**config.mk**
```make
export PLATFORM = sky130hd
export DESIGN_NAME = piso_shift_tx
export DESIGN_NICKNAME = d
export VERILOG_FILES = /design/src/rtl/piso_shift_tx.sv
export SDC_FILE = /design/constraint.sdc
export NUM_CORES = 1
export LEC_CHECK = 0
export CELL_PAD_IN_SITES_DETAIL_PLACEMENT = 1
export CELL_PAD_IN_SITES_GLOBAL_PLACEMENT = 2
export CORE_UTILIZATION = 29
export DETAILED_ROUTE_END_ITERATION = 10
export PLACE_DENSITY_LB_ADDON = 0.1
export SLEW_MARGIN = 20
export SYNTH_ARGS = -nofsm -noshare
export SYNTH_HDL_FRONTEND = slang
export SYNTH_SLANG_ARGS = --single-unit
```
**constraint.sdc**
```tcl
create_clock -name CLK -period 1.3 [get_ports CLK]
set_input_delay 0.26 -clock CLK [delete_from_list [all_inputs] [get_ports CLK]]
set_output_delay 0.26 -clock CLK [all_outputs]
set_load 0.02 [all_outputs]
```
**src/rtl/piso_shift_tx.sv**
```systemverilog
// Parallel-in serial-out transmitter: LSB-first bit stream with FRAME/LAST markers.
// Define PISO_TX_PARITY_EN to append an even-parity bit after the data bits.
module piso_shift_tx #(
  parameter int unsigned WIDTH = 8
) (
  input  logic             CLK,
  input  logic             RSTn,
  input  logic [WIDTH-1:0] DIN,
  input  logic             LOAD_VALID,
  output logic             LOAD_READY,
  output logic             SOUT,
  output logic             SVALID,
  output logic             FRAME,
  output logic             LAST
);

`ifdef PISO_TX_PARITY_EN
  localparam int unsigned FLEN = WIDTH + 1;
`else
  localparam int unsigned FLEN = WIDTH;
`endif
  localparam int unsigned CW = $clog2(WIDTH + 1);

  typedef enum logic {ST_IDLE, ST_SHIFT} state_t;

  state_t          r_state;
  logic [FLEN-1:0] r_shift;
  logic [CW-1:0]   r_cnt;
  logic            r_sout;
  logic            r_svalid;
  logic            r_frame;
  logic            r_last;
  logic            r_ready;

  logic [FLEN-1:0] w_frame;
  logic            w_accept;
  logic            w_last_bit;
  logic            w_next_last;

`ifdef PISO_TX_PARITY_EN
  assign w_frame = {^DIN, DIN};
`else
  assign w_frame = DIN;
`endif

  assign w_accept    = LOAD_VALID & r_ready;
  assign w_last_bit  = (r_cnt == CW'(FLEN - 1));
  assign w_next_last = (r_cnt == CW'(FLEN - 2));

  // Bit 0 goes straight to SOUT on accept; r_shift holds the bits still to send.
  always_ff @(posedge CLK or negedge RSTn) begin
    if (!RSTn) begin
      r_state  <= ST_IDLE;
      r_shift  <= '0;
      r_cnt    <= '0;
      r_sout   <= 1'b0;
      r_svalid <= 1'b0;
      r_frame  <= 1'b0;
      r_last   <= 1'b0;
      r_ready  <= 1'b1;
    end else if (w_accept) begin
      r_state  <= ST_SHIFT;
      r_shift  <= w_frame >> 1;
      r_cnt    <= '0;
      r_sout   <= DIN[0];
      r_svalid <= 1'b1;
      r_frame  <= 1'b1;
      r_last   <= 1'b0;
      r_ready  <= 1'b0;
    end else begin
      case (r_state)
        ST_SHIFT: begin
          if (w_last_bit) begin
            r_state  <= ST_IDLE;
            r_shift  <= '0;
            r_cnt    <= '0;
            r_sout   <= 1'b0;
            r_svalid <= 1'b0;
            r_frame  <= 1'b0;
            r_last   <= 1'b0;
            r_ready  <= 1'b1;
          end else begin
            r_shift  <= {1'b0, r_shift[FLEN-1:1]};
            r_cnt    <= r_cnt + CW'(1);
            r_sout   <= r_shift[0];
            r_frame  <= 1'b0;
            r_last   <= w_next_last;
            r_ready  <= w_next_last;
          end
        end
        default: begin
          r_state  <= ST_IDLE;
          r_sout   <= 1'b0;
          r_svalid <= 1'b0;
          r_frame  <= 1'b0;
          r_last   <= 1'b0;
          r_ready  <= 1'b1;
        end
      endcase
    end
  end

  assign LOAD_READY = r_ready;
  assign SOUT       = r_sout;
  assign SVALID     = r_svalid;
  assign FRAME      = r_frame;
  assign LAST       = r_last;

endmodule

```
# Yosys cells after proc, flatten, opt, wreduce, memory -nomap -nowiden
# Index checks and enable logic that the tools add are counted.
# op_classes
add_sub_neg	1
eq_ne	3
muxes	22
n_bitwise	1
n_reduce_logical	1
# op_table
cell	count
$mux 1	16
$mux 8	2
$mux 4	3
$eq 4x3->1 const B	2
$mux 7	1
$add 4x1->4 const B	1
$ne 3x1->1 const B	1
$reduce_bool 2->1	1
$and 1x1->1	1
# word_totals
ff_bits	18
inputBits	11
output_inout_bits	5
wordCells	36

# Longest topological paths before layout
# Gate-level depths: netlist of the first run.
# depth
depth_word	4
ltp_mapped	6
mapped_depth_nobuf	5

# Least setup slack after synthesis of the first run
# OpenSTA, ideal clock, no wires.
# synth_path
path_type	register -> register
from	register r_ready, in the netlist LOAD_READY
to	register r_shift[0]
setup_time_ns	0.126
arrival_ns	1.236
required_ns	1.174
slack_ns	-0.062
stages_incl_launch_ff	6
n_path_buf	2
synth_period_minus_slack_ns	1.362
path_cell_list	dfstp_2 > and2_4 > buf_6 > buf_6 > nor3b_1 > a221o_1
# synth_between
elab_chain_cells	2
word_cells_on_any_way	3
cone_classes	mux (1); bitwise (1); reduce/logical (1)
# synth_lines
item	line	text
start, declared	33	logic r_ready;
start signal, assigned	88	r_ready <= w_next_last;
$and 1x1->1 *	46	assign w_accept = LOAD_VALID & r_ready;
$mux 8 or $reduce_bool 2->1 (tied branches)	n/a	
end signal, assigned	63	r_shift <= w_frame >> 1;
end signal, assigned	83	r_shift <= {1'b0, r_shift[FLEN-1:1]};
end, declared	27	logic [FLEN-1:0] r_shift;
# Mark *: on every way between the ends. The rest lies on a longest branch, timed or not.
# A chain may end at the register's enable or synchronous reset.

# Worst setup path in the final report of the first run
# layout_path
from	register r_cnt[0]
to	register r_shift[0]
# layout_between
elab_chain_cells	4
# layout_lines
item	line	text
start, declared	28	logic [CW-1:0] r_cnt;
start signal, assigned	84	r_cnt <= r_cnt + CW'(1);
$eq 4x3->1	47	assign w_last_bit = (r_cnt == CW'(FLEN - 1));
$mux 7	73	if (w_last_bit) begin
$mux 8	71	case (r_state)
$mux 8	61	end else if (w_accept) begin
# No other way between the ends. The select of a mux whose other input is x is not followed.

==> results.sh, run 1 <==
export IMPL_crit_path_end="r_shift[0]$_DFFE_PN0P_"
export IMPL_dp_hpwl_um=1140
export IMPL_irDropWorstVdd_uv=1030
export IMPL_fin_ws_ns=-0.0857
export IMPL_slew_headroom_pct=82.6
export IMPL_ant_nets=0
export IMPL_powerDensity_nw_per_um2=2120
export IMPL_status="finished, violations left"
export IMPL_track_usage_pct=14.9
export IMPL_synth_avg_cell_area_um2=12.5
export IMPL_r2r_slack_ns=-0.09
export IMPL_synth_nets=75
export IMPL_synth_compound_area_share_pct=16.1
export IMPL_path_buf_inv=1
export IMPL_clock_sinks=17
export IMPL_startpoint="r_cnt[0]$_DFFE_PN0P_"
export IMPL_clk_path_buf_depth=2
export IMPL_portBuffers=15
export IMPL_dpl_cell_count=118
export IMPL_ys_ff_latch=17
export IMPL_utilization_pct=44.1
export IMPL_htreeDepth=1
export IMPL_required_ns=1.48
export IMPL_synth_warnings=0
export IMPL_dieArea_um2=2890
export IMPL_wire_per_inst_um=13.4
export IMPL_placed_area_um2=1040
export IMPL_num_vias=583
export IMPL_ys_seq_area_share_pct=54.9
export IMPL_grt_max_degree=18
export IMPL_skew_ns=0.00719
export IMPL_die_y_um=53.8
export IMPL_setup_viol=7
export IMPL_hold_violations=0
export IMPL_min_period_ns=1.39
export IMPL_ios=16
export IMPL_violations="setup timing"
export IMPL_critPathMaxStageDelay_ns=0.38
export IMPL_final_common_cell="dfrtp_1"
export IMPL_final_max_slew_violation_count=0
export IMPL_grt_pass1_vias=636
export IMPL_diodes=0
export IMPL_clock_latency_ns=0.29
export IMPL_gp_congestion=0.717
export IMPL_fin_cells=124
export IMPL_p_leak_nw=0.505
export IMPL_path_depth=5
export IMPL_crit_reg2reg_launch="r_cnt[0]$_DFFE_PN0P_"
export IMPL_cp_start_kind="register"
export IMPL_reg2reg_to="r_shift[0]$_DFFE_PN0P_"
export IMPL_grt_pass1_wl_um=2960
export IMPL_synth_distinct_cells=26
export IMPL_grt_overflow=0
export IMPL_slowest_stage="dfrtp_1"
export IMPL_antenna_found_initial=0
export IMPL_yosys_area_share_simple_pct=17.2
export IMPL_std_cell_rows=18
export IMPL_worstPathArrival_ns=1.56
export IMPL_drive_gt1_share_pct=35.1
export IMPL_start_util_pct=31.1
export IMPL_endpoint_kind="register"
export IMPL_synthAdderAreaFrac_pct=3.22
export IMPL_crit_fanout=3
export IMPL_dr_pass1_iters=2
export IMPL_path_class="register to register"
export IMPL_synth_cells=62
export IMPL_synthXorXnorAreaFrac_pct=2.25
export IMPL_fmax_mhz=722
export IMPL_routed_wirelength_um=1660
export IMPL_cts_buffers_inserted=3
export IMPL_tightest_slew_ns=0.260
export IMPL_core_area_um2=2500
export IMPL_synth_mux_area_share_pct=0
export IMPL_tritoncts="done"
export IMPL_syn_cell_area_um2=777
export IMPL_cap_violations=0
export IMPL_synth_top_family_by_area="simple AND/OR/NAND/NOR gates"
export IMPL_crit_family="flip-flops"
export IMPL_fillerInstances=267
export IMPL_drc=0
export IMPL_fin_area_um2=1100
export IMPL_layout_common_cells="16 x dfrtp_1, 15 x buf_4, 10 x clkdlybuf4s50_1, 6 x nor3b_1, 6 x a221o_1"
export IMPL_finalNetCount=108
export IMPL_viasPerCell=4.70
export IMPL_timing_final_crit_share_pct=107
export IMPL_path_clk_slew_ns=0.10
export IMPL_cts_root_buf="clkbuf_4"
export IMPL_cp_cell_sequence="ha_2 > nand3b_1 > nor3b_4 > buf_4 > a221o_1"
export IMPL_min_path_type="primary input to async pin"
export IMPL_rsz0062_at_grt="true"
export IMPL_area_delta_synth_final_pct=42.0
export IMPL_die_w_um=53.8
export IMPL_drt_initial_drc_count=2
export IMPL_reg2reg_depth=5
-- power breakdown --
part | leakage [nW] | internal (W) | switching, W | total, W
registers | 0.216 | 0.000737 | 0.000108 | 0.000845
clock network | 0.0177 | 0.000114 | 0.000164 | 0.000278
logic | 0.271 | 0.000671 | 0.000546 | 0.00122
total | 0.505 | 0.00152 | 0.000818 | 0.00234
-- cell type report --
type                       instances  area (um^2)  area share, %
clock inverter                     1         5.00          0.454
multi-input combinational         39          325           29.5
sequential                        17          427           38.7
tap                               30         37.5           3.40
timing repair buffer              32          277           25.1
clock buffer                       3         22.5           2.04
inverter                           2         10.0          0.907
-- kinds of logic after synthesis --
family,after synthesis
simple gates,20
flops,17
compound gates,15
buf+inv,6
xor+xnor,2
fa+ha+maj,2
-- what timing repair did --
action,CTS,global route
pin swaps,2,3
hold buffers,0,0
setup endpoints to repair,14,13
gates resized for setup,8,7
buffers inserted,2,2
-- worst min-delay path by stage --
stage                           startpoint                     end  slack (ns)  depth (start not counted)
detailed placement  r_shift[0]$_DFFE_PN0P_          SOUT$_DFF_PN0_        0.49                          1
floorplan                             RSTn         FRAME$_DFF_PN0_       -0.04                          0
global route                          RSTn  r_shift[2]$_DFFE_PN0P_        0.28                          2
CTS                                   RSTn  r_shift[2]$_DFFE_PN0P_        0.28                          2
global placement    r_shift[5]$_DFFE_PN0P_  r_shift[4]$_DFFE_PN0P_        0.48                          1
finish                                RSTn  r_shift[2]$_DFFE_PN0P_        0.28                          2
-- layer usage --
layer  part of all wire [%]  GRT usage [%]
met4                   0.90           3.95
met1                     45           18.5
met2                     48           23.9
met3                    5.4           5.93
met5                      0              0
-- synth_stat cells --
cell,number,area (um^2)
nor3b_4,1,18.8
a221o_1,6,60.1
dfstp_2,1,26.3
and2_4,1,8.76
nor2b_1,2,12.5
o21ai_0,2,10.0
a22o_1,1,8.76
buf_4,1,7.51
or3_1,1,6.26
xor2_1,1,8.76
nand3b_1,1,7.51
a31o_2,1,8.76
xnor2_1,1,8.76
nor3b_1,6,45.0
a21o_1,1,7.51
dfrtp_1,16,400
and3_1,1,6.26
nand2_1,4,15.0
a21oi_1,3,15.0
inv_2,1,3.75
ha_1,2,25.0
a311oi_2,1,15.0
inv_1,1,3.75
nand4_1,1,6.26
nor2_1,2,7.51
buf_6,3,33.8
-- stage by stage --
| step | setup TNS [ns] | setup slack (ns) | total power (W) | hold slack [ns] |
|---|---|---|---|---|
| after floorplan | -0.125 | -0.0623 | 0.00152 | -0.0356 |
| after global placement | -1.40 | -0.204 | 0.00197 | 0.478 |
| after detailed placement | -1.56 | -0.214 | 0.00199 | 0.489 |
| after CTS | -0.567 | -0.106 | 0.00233 | 0.281 |
| after global routing | -1.20 | -0.182 | 0.00256 | 0.283 |
| final | -0.377 | -0.0857 | 0.00234 | 0.285 |
-- sequential cells by signal, summed over array words and instances, names as in the netlist --
register	flops
r_shift	7
LOAD_READY	1
r_state	1
SOUT	1
SVALID	1
FRAME	1
LAST	1
r_cnt	4
No activity file was read; power rests on OpenSTA's default activity.
==> inputs of run 2 (changes only) <==
Settings changed: PLACE_DENSITY set to 0.72, PLACE_DENSITY_LB_ADDON 0.1 to not set.
==> run 2 against run 1 <==
Against the previous run:
- via count grew 2.7%
- sequential cell count is the same
- cell area shrank 0.11%
- the run still ends with setup timing left
==> results.sh, run 2 (synthesis results as in run 1) <==
export IMPL_grt_pass1_wl_um=2840
export IMPL_crit_fanout=4
export IMPL_die_y_um=53.8
export IMPL_ctsHoldBuffers=0
export IMPL_min_path_type="primary input to async pin"
export IMPL_critPathMaxStageDelay_ns=0.40
export IMPL_min_period_ns=1.40
export IMPL_grt_max_degree=18
export IMPL_cp_cell_sequence="ha_2 > buf_4 > buf_6 > or3_4 > a21oi_2"
export IMPL_final_common_cell="dfrtp_1"
export IMPL_tightest_slew_ns=0.261
export IMPL_p_leak_nw=0.496
export IMPL_fmax_mhz=716
export IMPL_required_ns=1.52
export IMPL_reg_top3="r_shift: 7 flops, r_cnt: 4 flops"
export IMPL_cap_violations=0
export IMPL_crit_family="flip-flops"
export IMPL_grt_pass1_vias=626
export IMPL_tritoncts="done"
export IMPL_irDropWorstVdd_uv=1100
export IMPL_timing_final_crit_share_pct=107
export IMPL_routed_wirelength_um=1850
export IMPL_skew_ns=0.000732
export IMPL_viasPerCell=4.95
export IMPL_htreeDepth=1
export IMPL_drt_initial_drc_count=5
export IMPL_whs_ns=0.296
export IMPL_cp_start_kind="register"
export IMPL_clk_path_buf_depth=2
export IMPL_endpoint_kind="register"
export IMPL_fin_area_um2=1100
export IMPL_clock_latency_ns=0.28
export IMPL_status="finished, violations left"
export IMPL_dr_pass1_iters=3
export IMPL_antenna_found_initial=0
export IMPL_portBuffers=15
export IMPL_total_power_w=0.00236
export IMPL_diodes=0
export IMPL_hold_violations=0
export IMPL_reg2reg_to="r_cnt[3]$_DFFE_PN0P_"
export IMPL_final_max_slew_violation_count=0
export IMPL_max_flop_register="r_shift"
export IMPL_num_vias=599
export IMPL_drive_gt1_share_pct=31.9
export IMPL_violations="setup timing"
export IMPL_finalNetCount=105
export IMPL_std_cell_rows=18
export IMPL_die_w_um=53.8
export IMPL_reg2reg_depth=5
export IMPL_dieArea_um2=2890
export IMPL_dp_hpwl_um=1230
export IMPL_largest_register_ffs=7
export IMPL_cts_buffers_inserted=3
export IMPL_ios=16
export IMPL_rsz0062_at_grt="true"
export IMPL_worstPathArrival_ns=1.61
export IMPL_path_buf_inv=2
export IMPL_layout_common_cells="16 x dfrtp_1, 10 x clkdlybuf4s50_1, 10 x buf_4, 6 x nor3b_1, 6 x a221o_1"
export IMPL_area_delta_synth_final_pct=41.9
export IMPL_placed_area_um2=1040
export IMPL_grt_overflow=0
export IMPL_fin_ws_ns=-0.0971
export IMPL_core_area_um2=2500
export IMPL_slowest_stage="dfrtp_1"
export IMPL_wire_per_inst_um=15.3
export IMPL_path_class="register to register"
export IMPL_clock_sinks=17
export IMPL_powerDensity_nw_per_um2=2140
export IMPL_gp_congestion=0.748
export IMPL_crit_reg2reg_launch="r_cnt[1]$_DFFE_PN0P_"
export IMPL_start_util_pct=31.1
export IMPL_track_usage_pct=14.4
export IMPL_path_clk_slew_ns=0.09
export IMPL_ant_nets=0
export IMPL_r2r_slack_ns=-0.1
export IMPL_cts_root_buf="clkbuf_4"
export IMPL_slew_headroom_pct=82.6
export IMPL_drc=0
export IMPL_setup_viol=8
[run 2: cell count changes in the layout (fill, tap and decap cells not counted)]
cell      previous run  this run
a31o_4               0         1
a31o_2               1         0
buf_2                0         1
clkbuf_1             0         1
inv_2                1         2
clkbuf_2             1         0
buf_4               15        10
buf_6                2         3
inv_4                1         0
buf_12               0         1
clkinv_2             1         0
[run 2: area by class of cell]
| cell class | instances | area [um^2] |
|---|---|---|
| Multi-Input combinational cell | 39 | 334 |
| Clock buffer | 4 | 26.3 |
| Tap cell | 30 | 37.5 |
| Timing Repair Buffer | 29 | 270 |
| Inverter | 2 | 7.51 |
| Fill cell | 274 | 1400 |
| Sequential cell | 17 | 427 |
[run 2: per-layer routing]
metal  global-route usage (%)  part of all wire (%)  wire length [um]
met3                     4.24                   5.1                94
met2                     27.4                    52               964
met5                        0                     0                 0
met1                     14.9                    42               778
met4                     3.95                  0.81                15
[run 2: metrics by stage]
stage	util [%]	TNS, ns	cells	worst slack, ns
6_report	44.1	-0.579	121	-0.0971
5_1_grt	44.1	-1.02	121	-0.149
4_1_cts	42.8	-0.562	122	-0.113
3_5_place_dp	41.4	-1.96	116	-0.235
3_3_place_gp	41.4	-1.80	116	-0.192
2_1_floorplan	-	-0.125	62	-0.0623
[run 2: worst max path at each step]
stage	slack (ns)	cells past startpoint	endpoint	from
finish	-0.1	5	r_cnt[3]$_DFFE_PN0P_	r_cnt[1]$_DFFE_PN0P_
global route	-0.15	5	r_shift[1]$_DFFE_PN0P_	r_cnt[0]$_DFFE_PN0P_
detailed placement	-0.23	5	r_shift[1]$_DFFE_PN0P_	LOAD_VALID
global placement	-0.19	5	r_shift[0]$_DFFE_PN0P_	LOAD_VALID
floorplan	-0.06	5	r_shift[0]$_DFFE_PN0P_	LOAD_READY$_DFF_PN1_
CTS	-0.11	5	r_shift[3]$_DFFE_PN0P_	r_cnt[1]$_DFFE_PN0P_
[run 2: repair_timing]
item                                    CTS  global route
endpoints found under the setup margin   12            11
setup buffers                             2             1
pin swaps                                 1             6
resized for setup                         9             8
[run 2: power by group]
| part | total [W] | internal (W) | switching (W) |
|---|---|---|---|
| clock network | 0.000269 | 0.000119 | 0.000150 |
| logic | 0.00124 | 0.000666 | 0.000570 |
| registers | 0.000856 | 0.000737 | 0.000119 |
| total | 0.00236 | 0.00152 | 0.000838 |
==> variant (config.mk and constraints of run 1) <==
Set the parameter `WIDTH` to 16 (it was 8).
--- a/src/rtl/piso_shift_tx.sv
+++ b/src/rtl/piso_shift_tx.sv
@@ -1,7 +1,7 @@
 // Parallel-in serial-out transmitter: LSB-first bit stream with FRAME/LAST markers.
 // Define PISO_TX_PARITY_EN to append an even-parity bit after the data bits.
 module piso_shift_tx #(
-  parameter int unsigned WIDTH = 8
+  parameter int unsigned WIDTH = 16
 ) (
   input  logic             CLK,
   input  logic             RSTn,
Ports: changed (resized DIN); port bits go from 16 to 24. The function was not compared with the original's and may differ.
==> variant against run 1 <==
Synthesized area up 56%; maximum frequency up 8.2%; cell count up 69%; total power up 47%; clock skew down 4.7 ps; utilization down 0.17 points; sequential cell count up 9; setup slack better by 110 ps; final area up 59%; wire length up 80%; critical path type unchanged; largest power group unchanged; highest routed layer unchanged.
==> variant: results (changes against run 1) <==
[power]
combinationalPowerShare = 0.455  ; was 0.520
swShare = 0.360  ; was 0.350
p_seq_mw = 1.40  ; was 0.845 mW
pg_comb_mw = 1.57  ; was 1.22 mW
ir_worst_vdd_v = 0.000899  ; was 0.00103 V
p_leak_nw = 0.775  ; was 0.505 nW

[placed_design]
dp.final_hpwl_um = 2060  ; was 1140 um

[setup_path]
cp_max_fo = 9  ; was 3
rrSetupSlack_ps = 20  ; was -90 ps
r2r_start = r_cnt[1]$_DFFE_PN0P_  ; was r_cnt[0]$_DFFE_PN0P_
reg2reg_to = r_shift[12]$_DFFE_PN0P_  ; was r_shift[0]$_DFFE_PN0P_
startpoint = r_cnt[1]$_DFFE_PN0P_  ; was r_cnt[0]$_DFFE_PN0P_
crit_arrival_ps = 1440  ; was 1560 ps

[timing]
fin_skew_ps = 2.50  ; was 7.19 ps
worst_slew_margin_rel = 0.766  ; was 0.826
holdWs_ps = 325  ; was 285 ps

[routing]
firstDrtPassIters = 3  ; was 2
routedWlPerCell_um = 14.3  ; was 13.4 um
num_vias = 1030  ; was 583
drtIter0Drc = 19  ; was 2

[cts]
cts_setup_buffers = 0  ; was 2
cts_root_buffer = clkbuf_8  ; was clkbuf_4
insertion_delay_ps = 270  ; was 290 ps

[logic_synthesis]
synth_commonest_cells = dfrtp_1 (25), nor2_1 (16), a21oi_1 (15)  ; was dfrtp_1 (16), a221o_1 (6), nor3b_1 (6)
synth_nets = 145  ; was 75
synth_compound_area_frac = 0.177  ; was 0.161
seq_area_frac_synth = 0.539  ; was 0.549
synthTopCellsByArea = dfrtp_1 (52%), a31oi_1 (7.2%), nor2b_1 (7.2%)  ; was dfrtp_1 (52%), a221o_1 (7.7%), nor3b_1 (5.8%)

[cells_and_area]
drive_above_1_share = 0.231  ; was 0.351
nets = 182  ; was 108

[global_routing]
grt_pass1_wl_um = 4800  ; was 2960 um
grt.total_usage = 0.147  ; was 0.149
grt_max_degree = 23  ; was 18

[outcome]
status = complete, no violations  ; was finished with violations

[variant: cell count changes in the layout (fill, tap and decap cells not counted), moves of 6 or more]
cell             delta
a21oi_1            +12
a221o_1             -6
nor3b_1             -6
a31oi_1             +9
nor2_1             +14
clkdlybuf4s50_1     +8
nor2b_1            +12
nand2_1             +6
dfrtp_1             +9
[variant: worst max-delay path by stage]
| stage | to | slack [ps] | cells past startpoint |
|---|---|---|---|
| 5_1_grt | r_shift[6]$_DFFE_PN0P_ | -70 | 5 |
| 6_report | r_shift[12]$_DFFE_PN0P_ | 20 | 5 |
| 2_1_floorplan | r_shift[5]$_DFFE_PN0P_ | 9 | 5 |
| 4_1_cts | r_cnt[3]$_DFFE_PN0P_ | 5 | 5 |
| 3_5_place_dp | LOAD_READY | -60 | 1 |
| 3_3_place_gp | LOAD_READY | -60 | 1 |
[variant: per-stage QoR]
step           cell area [um2]  utilization  instances  TNS [ps]  setup slack, ps
3_3_place_gp              1620        0.405        205     -90.9            -58.5
4_1_cts                   1660        0.414        209         0             5.29
3_5_place_dp              1620        0.405        205      -191            -64.4
6_report                  1760        0.440        210         0             19.6
2_1_floorplan             1210            -        124         0             8.54
5_1_grt                   1760        0.440        210      -703            -69.9
[variant: layout make-up]
| cell class | count | area, um2 | area share |
|---|---|---|---|
| clock buffers | 4 | 45.0 | 0.0256 |
| inverters | 2 | 7.51 | 0.00427 |
| multi-input cells | 88 | 603 | 0.343 |
| flip-flops and latches | 26 | 652 | 0.371 |
| well taps | 50 | 62.6 | 0.0356 |
| repair buffers | 40 | 389 | 0.221 |
[variant: metal layers]
layer | part of all wire | track usage | vias up
met2 | 0.53 | 0.246 | 9
met4 | 0.0084 | 0.0638 | 0
met1 | 0.44 | 0.186 | 510
met5 | 0 | 0 | -
li1 | - | - | 509
met3 | 0.022 | 0.0205 | 2
